### config.mk
export PLATFORM = sky130hd
export DESIGN_NAME = bitwise_accum
export DESIGN_NICKNAME = d
export VERILOG_FILES = /design/src/rtl/bitwise_accum_pkg.sv /design/src/rtl/bitwise_op.sv /design/src/rtl/bitwise_accum.sv
export SDC_FILE = /design/constraint.sdc
export NUM_CORES = 1
export LEC_CHECK = 0
export BUFFER_PORTS_ARGS = -buffer_cell sky130_fd_sc_hd__buf_2
export CAP_MARGIN = 20
export CORE_UTILIZATION = 45
export CTS_BUF_LIST = sky130_fd_sc_hd__clkbuf_4 sky130_fd_sc_hd__clkbuf_8
export CTS_CLUSTER_DIAMETER = 150
export CTS_CLUSTER_SIZE = 40
export DETAILED_ROUTE_END_ITERATION = 6
export PLACE_DENSITY_LB_ADDON = 0.3
export SLEW_MARGIN = 25
export SYNTH_ARGS = -nofsm -noshare
export SYNTH_HDL_FRONTEND = slang
export SYNTH_HIERARCHICAL = 1
export SYNTH_SLANG_ARGS = --single-unit
### constraint.sdc
create_clock -name clk -period 2 [get_ports clk]
set_input_delay 0.6 -clock clk [delete_from_list [all_inputs] [get_ports clk]]
set_output_delay 0.6 -clock clk [all_outputs]
set_load 0.02 [all_outputs]
### src/rtl/bitwise_accum_pkg.sv
// Shared definitions for the bitwise reduction accumulator: op encoding,
// FSM state type and the op used when folding a beat into the accumulator.
package bitwise_accum_pkg;

    localparam logic [1:0] OP_AND  = 2'b00;
    localparam logic [1:0] OP_OR   = 2'b01;
    localparam logic [1:0] OP_XOR  = 2'b10;
    localparam logic [1:0] OP_NAND = 2'b11;

    typedef enum logic {
        StAcc  = 1'b0,
        StDone = 1'b1
    } state_t;

    // NAND packets fold with plain AND; the inversion is applied on output only.
    function automatic logic [1:0] fold_op(input logic [1:0] op);
        return (op == OP_NAND) ? OP_AND : op;
    endfunction

endpackage

### src/rtl/bitwise_op.sv
// Stateless WIDTH-bit word operation: AND, OR, XOR or NAND of a and b.
module bitwise_op
    import bitwise_accum_pkg::*;
#(
    parameter int unsigned WIDTH = 16
) (
    input  logic [WIDTH-1:0] a,
    input  logic [WIDTH-1:0] b,
    input  logic [1:0]       op,
    output logic [WIDTH-1:0] y
);

    always_comb begin
        y = '0;
        unique case (op)
            OP_AND:  y = a & b;
            OP_OR:   y = a | b;
            OP_XOR:  y = a ^ b;
            OP_NAND: y = ~(a & b);
            default: y = '0;
        endcase
    end

endmodule

### src/rtl/bitwise_accum.sv
// Packet-wise bitwise reduction: folds every accepted beat into one word with
// the op latched on the first beat, then presents the result until consumed.
module bitwise_accum
    import bitwise_accum_pkg::*;
#(
    parameter int unsigned WIDTH = 16,
    parameter int unsigned CNT_W = 8
) (
    input  logic             clk,
    input  logic             rst_n,
    input  logic [1:0]       op,
    input  logic             in_valid,
    output logic             in_ready,
    input  logic [WIDTH-1:0] in_data,
    input  logic             in_last,
    output logic             out_valid,
    input  logic             out_ready,
    output logic [WIDTH-1:0] out_data,
    output logic [CNT_W-1:0] out_count,
    output logic             out_zero
);

    state_t             r_state;
    state_t             w_state_d;
    logic [WIDTH-1:0]   r_acc;
    logic [CNT_W-1:0]   r_count;
    logic [1:0]         r_op;

    logic               w_ready;
    logic               w_accept;
    logic               w_first;
    logic [WIDTH-1:0]   w_fold;

    // Gated by rst_n so in_ready is low throughout reset, not just after the first edge.
    assign w_ready  = (r_state == StAcc) && rst_n;
    assign w_accept = in_valid && w_ready;
    assign w_first  = (r_count == '0);
    assign in_ready = w_ready;

    bitwise_op #(
        .WIDTH (WIDTH)
    ) u_op (
        .a  (r_acc),
        .b  (in_data),
        .op (fold_op(r_op)),
        .y  (w_fold)
    );

    always_ff @(posedge clk or negedge rst_n) begin
        if (!rst_n) begin
            r_state <= StAcc;
        end else begin
            r_state <= w_state_d;
        end
    end

    always_comb begin
        w_state_d = r_state;
        out_valid = 1'b0;
        out_data  = '0;
        out_count = '0;
        out_zero  = 1'b0;
        unique case (r_state)
            StAcc: begin
                if (w_accept && in_last) begin
                    w_state_d = StDone;
                end
            end
            StDone: begin
                out_valid = 1'b1;
                out_data  = (r_op == OP_NAND) ? ~r_acc : r_acc;
                out_count = r_count;
                out_zero  = (out_data == '0);
                if (out_ready) begin
                    w_state_d = StAcc;
                end
            end
            default: w_state_d = StAcc;
        endcase
    end

    always_ff @(posedge clk or negedge rst_n) begin
        if (!rst_n) begin
            r_acc   <= '0;
            r_count <= '0;
            r_op    <= OP_AND;
        end else if (w_accept) begin
            if (w_first) begin
                r_acc <= in_data;
                r_op  <= op;
            end else begin
                r_acc <= w_fold;
            end
            if (r_count != '1) begin
                r_count <= r_count + 1'b1;
            end
        end else if ((r_state == StDone) && out_ready) begin
            r_count <= '0;
        end
    end

endmodule

==> results of run 1 <==
-- through the flow --
step / TNS (ns) / cell area [um2]
4_1_cts: -0.126 / 3430
6_report: -0.210 / 3520
2_1_floorplan: 0 / 2880
5_1_grt: -0.361 / 3520
3_5_place_dp: 0 / 3350
3_3_place_gp: 0 / 3350
-- power groups by stage --
stage	registers [mW]	clock network (mW)	logic, mW
floorplan	0.992	0	2.10
global placement	0.958	0	2.84
detailed placement	0.975	0	2.90
CTS	0.962	0.315	2.96
global route	1.02	0.340	3.40
finish	0.990	0.312	3.09
-- cell families after synthesis --
kind of cell	count (synthesis)	synth area share, %
AO/OA/AOI/OAI	33	6.75
XOR/XNOR	19	5.83
adder cells (fa/ha/maj)	34	14.9
buffers and inverters	52	8.67
flip-flops	27	23.7
multiplexers	66	25.8
AND/OR/NAND/NOR	81	14.5
-- routing by layer --
metal / wire length (um) / global-route usage, % / vias up / share of wire [%]
met5: 0 / 0 / - / 0
met3: 182 / 2.11 / 4 / 2.9
met1: 3070 / 26.0 / 1104 / 48
li1: - / - / 1194 / -
met2: 3030 / 32.4 / 38 / 48
met4: 55 / 4.21 / 0 / 0.87
-- what timing repair did --
item | in CTS | in global routing
pin swaps | 4 | 4
setup buffers | 2 | 2
cloned | 0 | 1
gates resized for setup | 3 | 13
setup endpoints to repair | 15 | 17
-- area by class of cell --
class                      instances  share of cell area, %
tap                               75                   2.67
clock buffer                       3                   1.17
inverter                          37                   3.94
sequential                        27                   19.2
clock inverter                     1                  0.213
timing repair buffer              80                   15.8
multi-input combinational        233                   57.0
-- flip-flops by register name (all words and copies together) (netlist names) --
register and count:
r_acc 16, r_count 8, r_op 2, r_state 1
-- cells in the final DEF, fill, tap and decap left out, types with 3 or more instances in the layout --
cell,instances
nor2_1,22
xor2_1,16
ha_1,34
mux2i_1,48
buf_12,3
nand4_1,7
and2_1,4
o21ai_0,21
buf_2,43
buf_4,31
mux2_2,4
nand3_1,7
inv_1,37
clkbuf_8,3
mux2_4,14
nand2_1,24
dfrtp_1,27
-- worst paths after layout --
path | end | depth (start not counted) | startpoint | slack (ns)
min in group clk | r_op[0] | 2 | op[0] | 0.55
min reg2reg | r_count[1] | 2 | r_count[1] | 0.60
max | out_zero | 4 | r_acc[5] | -0.21
max reg2reg | r_acc[13] | 7 | r_op[0] | 0.19
max in group asynchronous | r_count[3] | 2 | rst_n | 1.36
min | r_count[6] | 1 | rst_n | 0.13
==> out/metrics.cfg, run 1 <==
[status]
status = finished, violations left
violations = negative setup slack

[synth]
synth_area_leaders = dfrtp_1, mux2i_1, ha_1
syn_area_um2 = 2860
netlist.area_leader.share_pct = 23.7
async_flop_share_pct = 100
synth_most_common_cell = mux2i_1
synth.top_cells.by_count = mux2i_1, inv_1, ha_1
synth-main-ff-cell = dfrtp_1
syn_nets = 369
ys_ff_latch = 27
synth_cell_types = 40
syn_inst = 312
synth_edf_count = 0
avgSynthCellArea_um2 = 9.16
ys_seq_area_share_pct = 23.7
ys.warnings.count = 6
synth_top_area_cell = dfrtp_1

[sta]
fin_crit_sh_pct = 110
whs_ns = 0.135
finalCriticalPeriod_ns = 2.21
setup_viol = 1
finalHoldViolCount = 0
fmax_mhz = 453
grt_setup_unrepaired = true
slew_viol_final = 0
tightest_slew_ns = 0.369
slew_headroom_pct = 75.2
fin_worst_skew_ns = 0.00972
worst_slack_ns = -0.210

[power_and_ir_drop]
clockPowerShare_pct = 7.1
ir_worst_vdd_mv = 0.707
p_switching_mw = 1.93
power_mw = 4.39
leakage_nw = 1.85
comb_power_share_pct = 70.4
internal-power_mw = 2.47
power.density_nw_per_um2 = 1250
sw_frac_of_total_pct = 43.9
p_seq_share_pct = 22.5

[drt]
via_per_inst = 5.13
wl_per_cell_um = 13.9
drc = 0
vias = 2340
first_pass_iters = 4
dr.first_iter.drc_count = 74
ant_nets = 0
drt-total-wl_mm = 6.33

[placement]
port_buffers = 49
place_inst = 447
dp.final_hpwl_mm = 4.69
post-place-ws_ns = 0.0777
gp_congestion = 0.814

[layout]
regArea_um2 = 676
fin_nets = 439
final_util_pct = 58.4
finalNonFillerCells = 456
multi_input_area_um2 = 2010
antennaDiodeCount = 0
area_delta_synth_final_pct = 23.3
layout-drive-gt1-share_pct = 31.2
fillCellCount = 538

[critical_path]
critPathRequiredTime_ns = 1.40
path_max_fanout = 3
critPathKind = flip-flop to output port
path_buf_inv = 1
end_kind = output port
cp_data_arrival_time_ns = 1.61
critical-path-top-delay-family = simple AND/OR/NAND/NOR gates
cp_slowest_cell = dfrtp_1
slowest_delay_ns = 0.42
setup.worst_path.start_class = flip-flop
cp_cell_sequence = nor4_1 -> nand4_1 -> o41ai_4 -> buf_4

[floorplan]
die_w_um = 81.7
row_count = 28
dieArea_um2 = 6670
num_io_pins = 50
die_y_um = 81.7
core_um2 = 6030
initial_utilization_pct = 47.4

[global_routing]
grt_overflow = 0
antenna_found_initial = 0
grt_pass1_wl_mm = 9.82
grt_start_max_net_pins = 25
grt_pass1_vias = 2184
grtUsageTotal_pct = 19.1

[worst_hold_path]
min_path_type = primary input to async pin

[clocking]
clkLatencyLatePin_ns = 0.27
clk_pin_slew_worst_paths_ns = 0.10
cts.sinks = 27
cts_max_path_buffers = 2
cts_buffers = 3
cts_tree = done
root_buffer = clkbuf_8
htree_levels = 1
postCtsHoldBufs = 0

[flow_run]
maxCapViolations = 0

Power figures use the tool's default switching activity.
==> inputs of run 2 (changes only) <==
--- a/config.mk
+++ b/config.mk
@@ -13,6 +13,7 @@
 export CTS_CLUSTER_SIZE = 40
 export DETAILED_ROUTE_END_ITERATION = 6
 export PLACE_DENSITY_LB_ADDON = 0.3
+export REMOVE_ABC_BUFFERS = 1
 export SLEW_MARGIN = 25
 export SYNTH_ARGS = -nofsm -noshare
 export SYNTH_HDL_FRONTEND = slang
==> out/metrics.cfg, run 2 (synthesized netlist as in run 1, its figures left out) <==
[sta]
fin_worst_skew_ns = 0.00660
tightest_slew_ns = 0.393
fmax_mhz = 475
grt_setup_unrepaired = true
setup_viol = 1
finalCriticalPeriod_ns = 2.11
worst_slack_ns = -0.106
slew_viol_final = 0
whs_ns = 0.380
slew_headroom_pct = 73.8
fin_crit_sh_pct = 105
finalHoldViolCount = 0

[floorplan]
num_io_pins = 50
core_um2 = 6030
die_y_um = 81.7
initial_utilization_pct = 47.4
row_count = 28
dieArea_um2 = 6670
die_w_um = 81.7

[critical_path]
reg2regPathDepth = 7
cp_data_arrival_time_ns = 1.51
path_max_fanout = 2
rr_endpoint = r_acc[13]
setup.worst_path.start_class = flip-flop
critPathKind = flip-flop to output port
rr_startpoint = r_op[0]
end_kind = output port
critPathRequiredTime_ns = 1.40
rrSetupSlack_ns = 0.16

[power_and_ir_drop]
comb_power_share_pct = 70.4
ir_worst_vdd_mv = 0.676
clockPowerShare_pct = 7.2
p_seq_share_pct = 22.4
leakage_nw = 1.81
p_switching_mw = 1.92
power.density_nw_per_um2 = 1250
internal-power_mw = 2.47
sw_frac_of_total_pct = 43.7

[drt]
dr.first_iter.drc_count = 104
wl_per_cell_um = 13.7
drt-total-wl_mm = 6.23
via_per_inst = 5.24
ant_nets = 0
drc = 0
first_pass_iters = 4
vias = 2382

[placement]
post-place-ws_ns = 0.0412
gp_congestion = 0.841
dp.final_hpwl_mm = 4.59
port_buffers = 49
place_inst = 442

[layout]
regArea_um2 = 677
final_util_pct = 58.3
fillCellCount = 549
largest_reg_flops = 16
mostFrequentLayoutCells = mux2i_1, inv_1, buf_2
biggestRegsByFlops = r_acc: 16 flops, r_count: 8 flops, r_op: 2 flops
layout-drive-gt1-share_pct = 31.3
finalNonFillerCells = 455
fin_nets = 438
multi_input_area_um2 = 2000
final_common_cell = mux2i_1
antennaDiodeCount = 0
largest_register = r_acc
area_delta_synth_final_pct = 23.0

[clocking]
cts_buffers = 3
cts_max_path_buffers = 2
htree_levels = 1
clk_pin_slew_worst_paths_ns = 0.10
cts.sinks = 27
clkLatencyLatePin_ns = 0.27
root_buffer = clkbuf_8
cts_tree = done

[status]
status = finished, violations left
violations = negative setup slack

[global_routing]
grt_pass1_wl_mm = 9.89
grt_pass1_vias = 2222
antenna_found_initial = 0
gr-usage-met1_pct = 24.6
grtUsageMet3_pct = 2.11
grt_overflow = 0
grt_busiest_layer = met2
groute.layer.met2.usage_pct = 33.2
grtUsageTotal_pct = 19.1
grt_start_max_net_pins = 33

[worst_hold_path]
min_path_type = primary input to async pin

[flow_run]
maxCapViolations = 0

## run 2: power groups by stage
stage | Clock [mW] | Combinational (mW) | Sequential [mW]
3_3_place_gp | 0 | 2.69 | 0.976
5_1_grt | 0.350 | 3.38 | 1.02
3_5_place_dp | 0 | 2.77 | 0.995
4_1_cts | 0.320 | 2.95 | 0.958
6_report | 0.317 | 3.09 | 0.985
2_1_floorplan | 0 | 1.98 | 1.01
## run 2: repair_timing
item                       4_1_cts  5_1_grt
gates cloned                     0        1
pin swaps                        4        7
hold buffers                     0        0
setup endpoints to repair       17       17
gates resized for setup          7       22
buffers inserted                 6        3
## run 2: layout make-up
class                           count  area share [%]
Clock buffer                        3            1.18
Clock inverter                      1           0.214
Inverter                           37            3.95
Multi-Input combinational cell    233            56.9
Sequential cell                    27            19.3
Tap cell                           75            2.67
Timing Repair Buffer               79            15.9
## run 2: through the flow
step	power [mW]	TNS, ns	instance area, um2
after global routing	4.75	-0.510	3510
after detailed placement	3.76	0	3270
after floorplan	2.99	-22.24	2750
after global placement	3.67	0	3270
final	4.39	-0.106	3510
after CTS	4.22	-0.216	3400
## run 2: worst max-delay path by stage
stage | slack (ns) | end | cells after the start | from
after floorplan | -1.40 | r_acc[12] | 5 | r_op[0]
after global placement | 0.09 | out_zero | 5 | r_acc[4]
after detailed placement | 0.04 | out_zero | 5 | r_acc[4]
after CTS | -0.11 | out_zero | 5 | r_acc[9]
after global routing | -0.28 | out_zero | 5 | r_acc[5]
final | -0.11 | out_zero | 5 | r_acc[11]
## run 2: metal layers
layer | share of wire (%) | up-vias
li1 | - | 1184
met1 | 48 | 1160
met2 | 48 | 34
met3 | 2.5 | 4
met4 | 0.85 | 0
met5 | 0 | -
## run 2: worst max-delay path, cell delays in order, from the launching register on
cell and delay (ns):
dfrtp_1 0.41, nor4_1 0.26, and3_1 0.19, nand4_1 0.10, o41ai_2 0.08, buf_4 0.20
